**config.mk**
```make
export PLATFORM = sky130hd
export DESIGN_NAME = mac_vlg_tx_arb
export DESIGN_NICKNAME = d
export VERILOG_FILES = /design/src/rtl/mac_vlg_pkg.sv /design/src/rtl/mac_vlg_rr_sel.sv /design/src/rtl/mac_vlg_tx_arb.sv
export SDC_FILE = /design/constraint.sdc
export NUM_CORES = 1
export LEC_CHECK = 0
export ABC_CLOCK_PERIOD_IN_PS = 2000
export CELL_PAD_IN_SITES_DETAIL_PLACEMENT = 1
export CELL_PAD_IN_SITES_GLOBAL_PLACEMENT = 2
export CORE_MARGIN = 1.5
export CORE_UTILIZATION = 18
export DETAILED_ROUTE_END_ITERATION = 6
export PLACE_DENSITY = 0.72
export RECOVER_POWER = 100
export REMOVE_ABC_BUFFERS = 1
export SYNTH_ARGS = -nofsm -noshare
export SYNTH_HDL_FRONTEND = slang
export SYNTH_SLANG_ARGS = --single-unit
```
**constraint.sdc**
```tcl
create_clock -name clk -period 2 [get_ports clk]
set_clock_uncertainty 0.15 [all_clocks]
set_input_delay 0.5 -clock clk [delete_from_list [all_inputs] [get_ports clk]]
set_output_delay 0.5 -clock clk [all_outputs]
set_load 0.02 [all_outputs]
```
**src/rtl/mac_vlg_pkg.sv**
```systemverilog
// Shared types and defaults for the MAC transmit arbiter.
// Provides the arbiter state enum, the latched header struct and index-width helper.
package mac_vlg_pkg;

   typedef enum logic [1:0] {
      IDLE,
      GRANT,
      PASS,
      GUARD
   } arb_state_e;

   typedef struct packed {
      logic [47:0] dst_mac;
      logic [15:0] ethertype;
      logic [15:0] length;
   } mac_hdr_t;

   localparam int GUARD_TICKS_DEF   = 4;
   localparam int START_TIMEOUT_DEF = 64;

   function automatic int idx_w(input int n);
      return (n > 1) ? $clog2(n) : 1;
   endfunction

endpackage

```
**src/rtl/mac_vlg_rr_sel.sv**
```systemverilog
// Round-robin selector: first requester strictly after ptr_i, wrapping.
// Ports: req_i request vector, ptr_i last winner; gnt_o one-hot, idx_o index, any_o.
module mac_vlg_rr_sel
   import mac_vlg_pkg::*;
#(
   parameter int N  = 2,
   parameter int IW = idx_w(N)
) (
   input  logic [N-1:0]  req_i,
   input  logic [IW-1:0] ptr_i,
   output logic [N-1:0]  gnt_o,
   output logic [IW-1:0] idx_o,
   output logic          any_o
);

   // Scan from farthest to nearest so the nearest requester is written last.
   always_comb begin
      gnt_o = '0;
      idx_o = '0;
      any_o = 1'b0;
      for (int k = N; k >= 1; k--) begin
         int unsigned   c;
         logic [IW-1:0] ci;
         c  = (32'(ptr_i) + 32'(k)) % 32'(N);
         ci = IW'(c);
         if (req_i[ci]) begin
            gnt_o     = '0;
            gnt_o[ci] = 1'b1;
            idx_o     = ci;
            any_o     = 1'b1;
         end
      end
   end

endmodule

```
**src/rtl/mac_vlg_tx_arb.sv**
```systemverilog
// Round-robin transmit arbiter in front of the MAC TX request/stream path.
// Ports: per-source req/header/dat/val in, acc/done out (N-wide, flattened);
// MAC side req/header/dat/val out, busy in; timeout pulses on a revoked grant.
module mac_vlg_tx_arb
   import mac_vlg_pkg::*;
#(
   parameter int N             = 2,
   parameter int GUARD_TICKS   = GUARD_TICKS_DEF,
   parameter int START_TIMEOUT = START_TIMEOUT_DEF
) (
   input  logic            clk,
   input  logic            rst,
   input  logic [N-1:0]    src_req,
   input  logic [N*48-1:0] src_dst_mac,
   input  logic [N*16-1:0] src_ethertype,
   input  logic [N*16-1:0] src_length,
   output logic [N-1:0]    src_acc,
   input  logic [N*8-1:0]  src_dat,
   input  logic [N-1:0]    src_val,
   output logic [N-1:0]    src_done,
   output logic            mac_req,
   output logic [47:0]     mac_dst_mac,
   output logic [15:0]     mac_ethertype,
   output logic [15:0]     mac_length,
   input  logic            mac_busy,
   output logic [7:0]      mac_dat,
   output logic            mac_val,
   output logic            timeout
);

   localparam int IW = idx_w(N);
   localparam int TW = $clog2(START_TIMEOUT) + 1;
   localparam int GW = $clog2(GUARD_TICKS) + 1;

   arb_state_e    state_q, state_d;
   logic [IW-1:0] ptr_q, ptr_d;
   mac_hdr_t      hdr_q, hdr_d;
   logic [TW-1:0] to_cnt_q, to_cnt_d;
   logic [GW-1:0] gd_cnt_q, gd_cnt_d;
   logic [N-1:0]  acc_q, acc_d;
   logic [N-1:0]  done_q, done_d;
   logic          req_q, req_d;
   logic          val_q, val_d;
   logic          tmo_q, tmo_d;
   logic [7:0]    dat_q, dat_d;

   logic [N-1:0]  sel_gnt;
   logic [IW-1:0] sel_idx;
   logic          sel_any;
   mac_hdr_t      sel_hdr;
   logic [N-1:0]  win_oh;
   logic          w_val;
   logic [7:0]    w_dat;

   mac_vlg_rr_sel #(
      .N  (N),
      .IW (IW)
   ) u_sel (
      .req_i (src_req),
      .ptr_i (ptr_q),
      .gnt_o (sel_gnt),
      .idx_o (sel_idx),
      .any_o (sel_any)
   );

   // ptr_q doubles as the current winner while a grant is held.
   always_comb begin
      sel_hdr = '0;
      win_oh  = '0;
      w_val   = 1'b0;
      w_dat   = '0;
      for (int i = 0; i < N; i++) begin
         if (sel_gnt[i]) begin
            sel_hdr.dst_mac   = src_dst_mac[i*48 +: 48];
            sel_hdr.ethertype = src_ethertype[i*16 +: 16];
            sel_hdr.length    = src_length[i*16 +: 16];
         end
         if (IW'(i) == ptr_q) begin
            win_oh[i] = 1'b1;
            w_val     = src_val[i];
            w_dat     = src_dat[i*8 +: 8];
         end
      end
   end

   always_comb begin
      state_d  = state_q;
      ptr_d    = ptr_q;
      hdr_d    = hdr_q;
      to_cnt_d = to_cnt_q;
      gd_cnt_d = gd_cnt_q;
      acc_d    = '0;
      done_d   = '0;
      req_d    = req_q;
      val_d    = 1'b0;
      tmo_d    = 1'b0;
      dat_d    = dat_q;
      unique case (state_q)
         IDLE: begin
            if (sel_any && !mac_busy) begin
               state_d  = GRANT;
               ptr_d    = sel_idx;
               hdr_d    = sel_hdr;
               acc_d    = sel_gnt;
               req_d    = 1'b1;
               to_cnt_d = '0;
            end
         end
         GRANT: begin
            if (w_val) begin
               state_d = PASS;
               val_d   = 1'b1;
               dat_d   = w_dat;
            end else if (int'(to_cnt_q) >= START_TIMEOUT - 1) begin
               state_d  = GUARD;
               tmo_d    = 1'b1;
               done_d   = win_oh;
               req_d    = 1'b0;
               gd_cnt_d = '0;
            end else if (to_cnt_q != '1) begin
               to_cnt_d = to_cnt_q + TW'(1);
            end
         end
         PASS: begin
            val_d = w_val;
            dat_d = w_dat;
            // No gaps inside a frame: the first idle cycle ends it.
            if (!w_val) begin
               state_d  = GUARD;
               done_d   = win_oh;
               req_d    = 1'b0;
               gd_cnt_d = '0;
            end
         end
         GUARD: begin
            if (int'(gd_cnt_q) >= GUARD_TICKS - 1) begin
               state_d = IDLE;
            end else if (gd_cnt_q != '1) begin
               gd_cnt_d = gd_cnt_q + GW'(1);
            end
         end
         default: state_d = IDLE;
      endcase
   end

   always_ff @(posedge clk) begin
      if (rst) begin
         state_q  <= IDLE;
         ptr_q    <= '0;
         hdr_q    <= '0;
         to_cnt_q <= '0;
         gd_cnt_q <= '0;
         acc_q    <= '0;
         done_q   <= '0;
         req_q    <= 1'b0;
         val_q    <= 1'b0;
         tmo_q    <= 1'b0;
         dat_q    <= '0;
      end else begin
         state_q  <= state_d;
         ptr_q    <= ptr_d;
         hdr_q    <= hdr_d;
         to_cnt_q <= to_cnt_d;
         gd_cnt_q <= gd_cnt_d;
         acc_q    <= acc_d;
         done_q   <= done_d;
         req_q    <= req_d;
         val_q    <= val_d;
         tmo_q    <= tmo_d;
         dat_q    <= dat_d;
      end
   end

   assign src_acc       = acc_q;
   assign src_done      = done_q;
   assign mac_req       = req_q;
   assign mac_dst_mac   = hdr_q.dst_mac;
   assign mac_ethertype = hdr_q.ethertype;
   assign mac_length    = hdr_q.length;
   assign mac_dat       = dat_q;
   assign mac_val       = val_q;
   assign timeout       = tmo_q;

endmodule

```
==> reports/results.ini <==
[outcome]
status=complete, no violations

[global_route]
grt_max_degree=46
grt_overflow=0
grt_pass1_wl_um=30600
track_usage_pct=13.8
grt_pass1_vias=5495
antenna_found_initial=0

[synthesis]
yosysTopAreaCellShare_pct=45.2
yosysSeqAreaShare_pct=45.2
synth_cell_types=50
ys_ff_latch=108
dominantRegCellSynth=dfxtp_1
avgSynthCellArea_um2=8.99
synth_area_leaders=dfxtp_1, a221oi_1, nor3_1
synth_cells=532
syn_area_um2=4780
yosys.area.top_type=dfxtp_1
synth_edf_count=0
ys_warn_count=0
async_reset_ff_share_pct=0

[cts]
cts_tree=built
cts_buffers=9
clock-sinks=108
htree_levels=3
clockBufferDepth=2
clk_pin_slew_ps=80
hold_buffers=0
cts_root_buf=clkbuf_16
clkLatencyLatePin_ps=350

[critical_path]
path_max_fanout=18
cp.required_ps=2080
endpoint_kind=flop
worstSetupPathType=in2reg
startpoint_type=primary input
r2r_setup_slack_ps=130
arrival_ps=2050

[final_layout]
drive_above_1_share_pct=14.2
num-fill-cells=3036
diodes=0
final_common_cell=clkdlybuf4s50_1
final_nets=1039
mostFrequentLayoutCells=clkdlybuf4s50_1, dfxtp_1, nor2_1
area_growth_pct=79.3
fin_area_um2=8570

[detailed_routing]
post_drt_wl_per_cell_um=17.5
route.antenna.remaining_nets=0
drtPass1Iterations=4
wl_um=20800
remaining_drc_errors=0
avgViaCountPerCell=4.52
drt-initial-drc-count=182
vias=5357

[floorplan]
fp.dieH_um=166
die_w_um=166
die_area_um2=27500
start_util_pct=18.3
num_rows=59
pin_count=278
core_um2=26100

[sta]
worst_slack_ps=28.3
tns_ps=0
worstMarginPinSlew_ps=546
max_freq_ghz=0.507
hold_violations=0
slew_headroom_pct=63.6
final_max_slew_viol_count=0
fin_crit_ps=1970
fin_crit_sh_pct=98.6
setup_viol=0

[placed_design]
dpl_cell_area_um2=8440
hpwl_um=14400
gp_congestion=0.762
post-place-ws_ps=-431
port_buffers=277

[pwr]
vdd_drop_max_mv=0.465
finalPower_uw=9560
leakage_uw=0.00318
pwr_density_cell_nw_per_um2=1110

[min_path]
hold_class=in2reg

[run]
cap_violations=0

routing by layer:
layer	share of wire (%)	GRT usage [%]	wire length, µm	vias up
met5	0	0	0	-
met4	1.3	3.45	280	0
met3	6.8	4.69	1400	18
met2	48	23.4	9970	160
met1	44	16.8	9130	2525
li1	-	-	-	2654
registers in the layout, indices dropped and copies added (netlist names):
signal,flops
gd_cnt_q,3
mac_dat,8
mac_dst_mac,48
mac_ethertype,16
mac_length,16
mac_req,1
mac_val,1
ptr_q,1
src_acc,2
src_done,2
state_q,2
timeout,1
to_cnt_q,7
power by group:
group	total (µW)	switching (µW)	internal (µW)
logic	4890	2660	2230
registers	2930	259	2670
clock network	1740	880	857
final timing paths:
path                               startpoint                        endpoint  depth (start not counted)
setup reg to reg      state_q[0]$_SDFFE_PP0P_         state_q[0]$_SDFFE_PP0P_                          7
hold / removal                            rst         state_q[0]$_SDFFE_PP0P_                          2
setup / recovery                   src_req[0]  mac_ethertype[13]$_SDFFE_PP0P_                          7
hold reg to reg   mac_length[13]$_SDFFE_PP0P_     mac_length[13]$_SDFFE_PP0P_                          2
worst max-delay path, cell delays in order:
cell and delay (ps):
clkdlybuf4s50_1 450, buf_4 180, a21boi_4 160, buf_4 170
clkbuf_16 180, a221oi_1 320, nor3_1 70
cells by family (layout without fill, tap and decap cells):
| group | count (synthesis) | count (layout) | share of synthesized area (%) |
|---|---|---|---|
| adders and majority gates | 9 | 9 | 2.36 |
| buffers and inverters | 60 | 379 | 5.13 |
| and+or+nand+nor | 214 | 214 | 21.4 |
| muxes | 14 | 14 | 3.32 |
| DFF | 108 | 108 | 45.2 |
| AOI/OAI and AO/OA | 127 | 127 | 22.5 |
layout make-up:
cell class	count	area, µm²	share of cell area [%]
Clock buffer	11	233	2.71
Clock inverter	4	35.0	0.409
Inverter	8	30.0	0.350
Multi-Input combinational cell	364	2490	29.0
Sequential cell	108	2160	25.2
Tap cell	335	419	4.89
Timing Repair Buffer	356	3200	37.4
timing repair:
item / CTS / global route
endpoints found under the setup margin: 67 / 111
setup buffers: 0 / 4
hold endpoints to repair: 0 / 0
resized for setup: 22 / 73
gates cloned: 0 / 6
pin swaps: 3 / 3
per-stage QoR:
step | hold slack [ps] | util, % | instances
final | 295 | 32.9 | 1186
after global placement | 332 | 32.4 | 1161
after global routing | 303 | 32.9 | 1186
after detailed placement | 340 | 32.4 | 1161
after floorplan | 311 | - | 480
after CTS | 277 | 33.3 | 1176
synthesized netlist by cell type, types with 7 or more instances:
master / instances
nor3_1: 83
a221oi_1: 80
dfxtp_1: 108
a21oi_1: 9
nor2_1: 92
inv_1: 8
nand2b_1: 7
ha_1: 9
mux2i_1: 11
buf_2: 10
a211oi_1: 10
clkbuf_1: 41
Power figures use the tool's default switching activity.
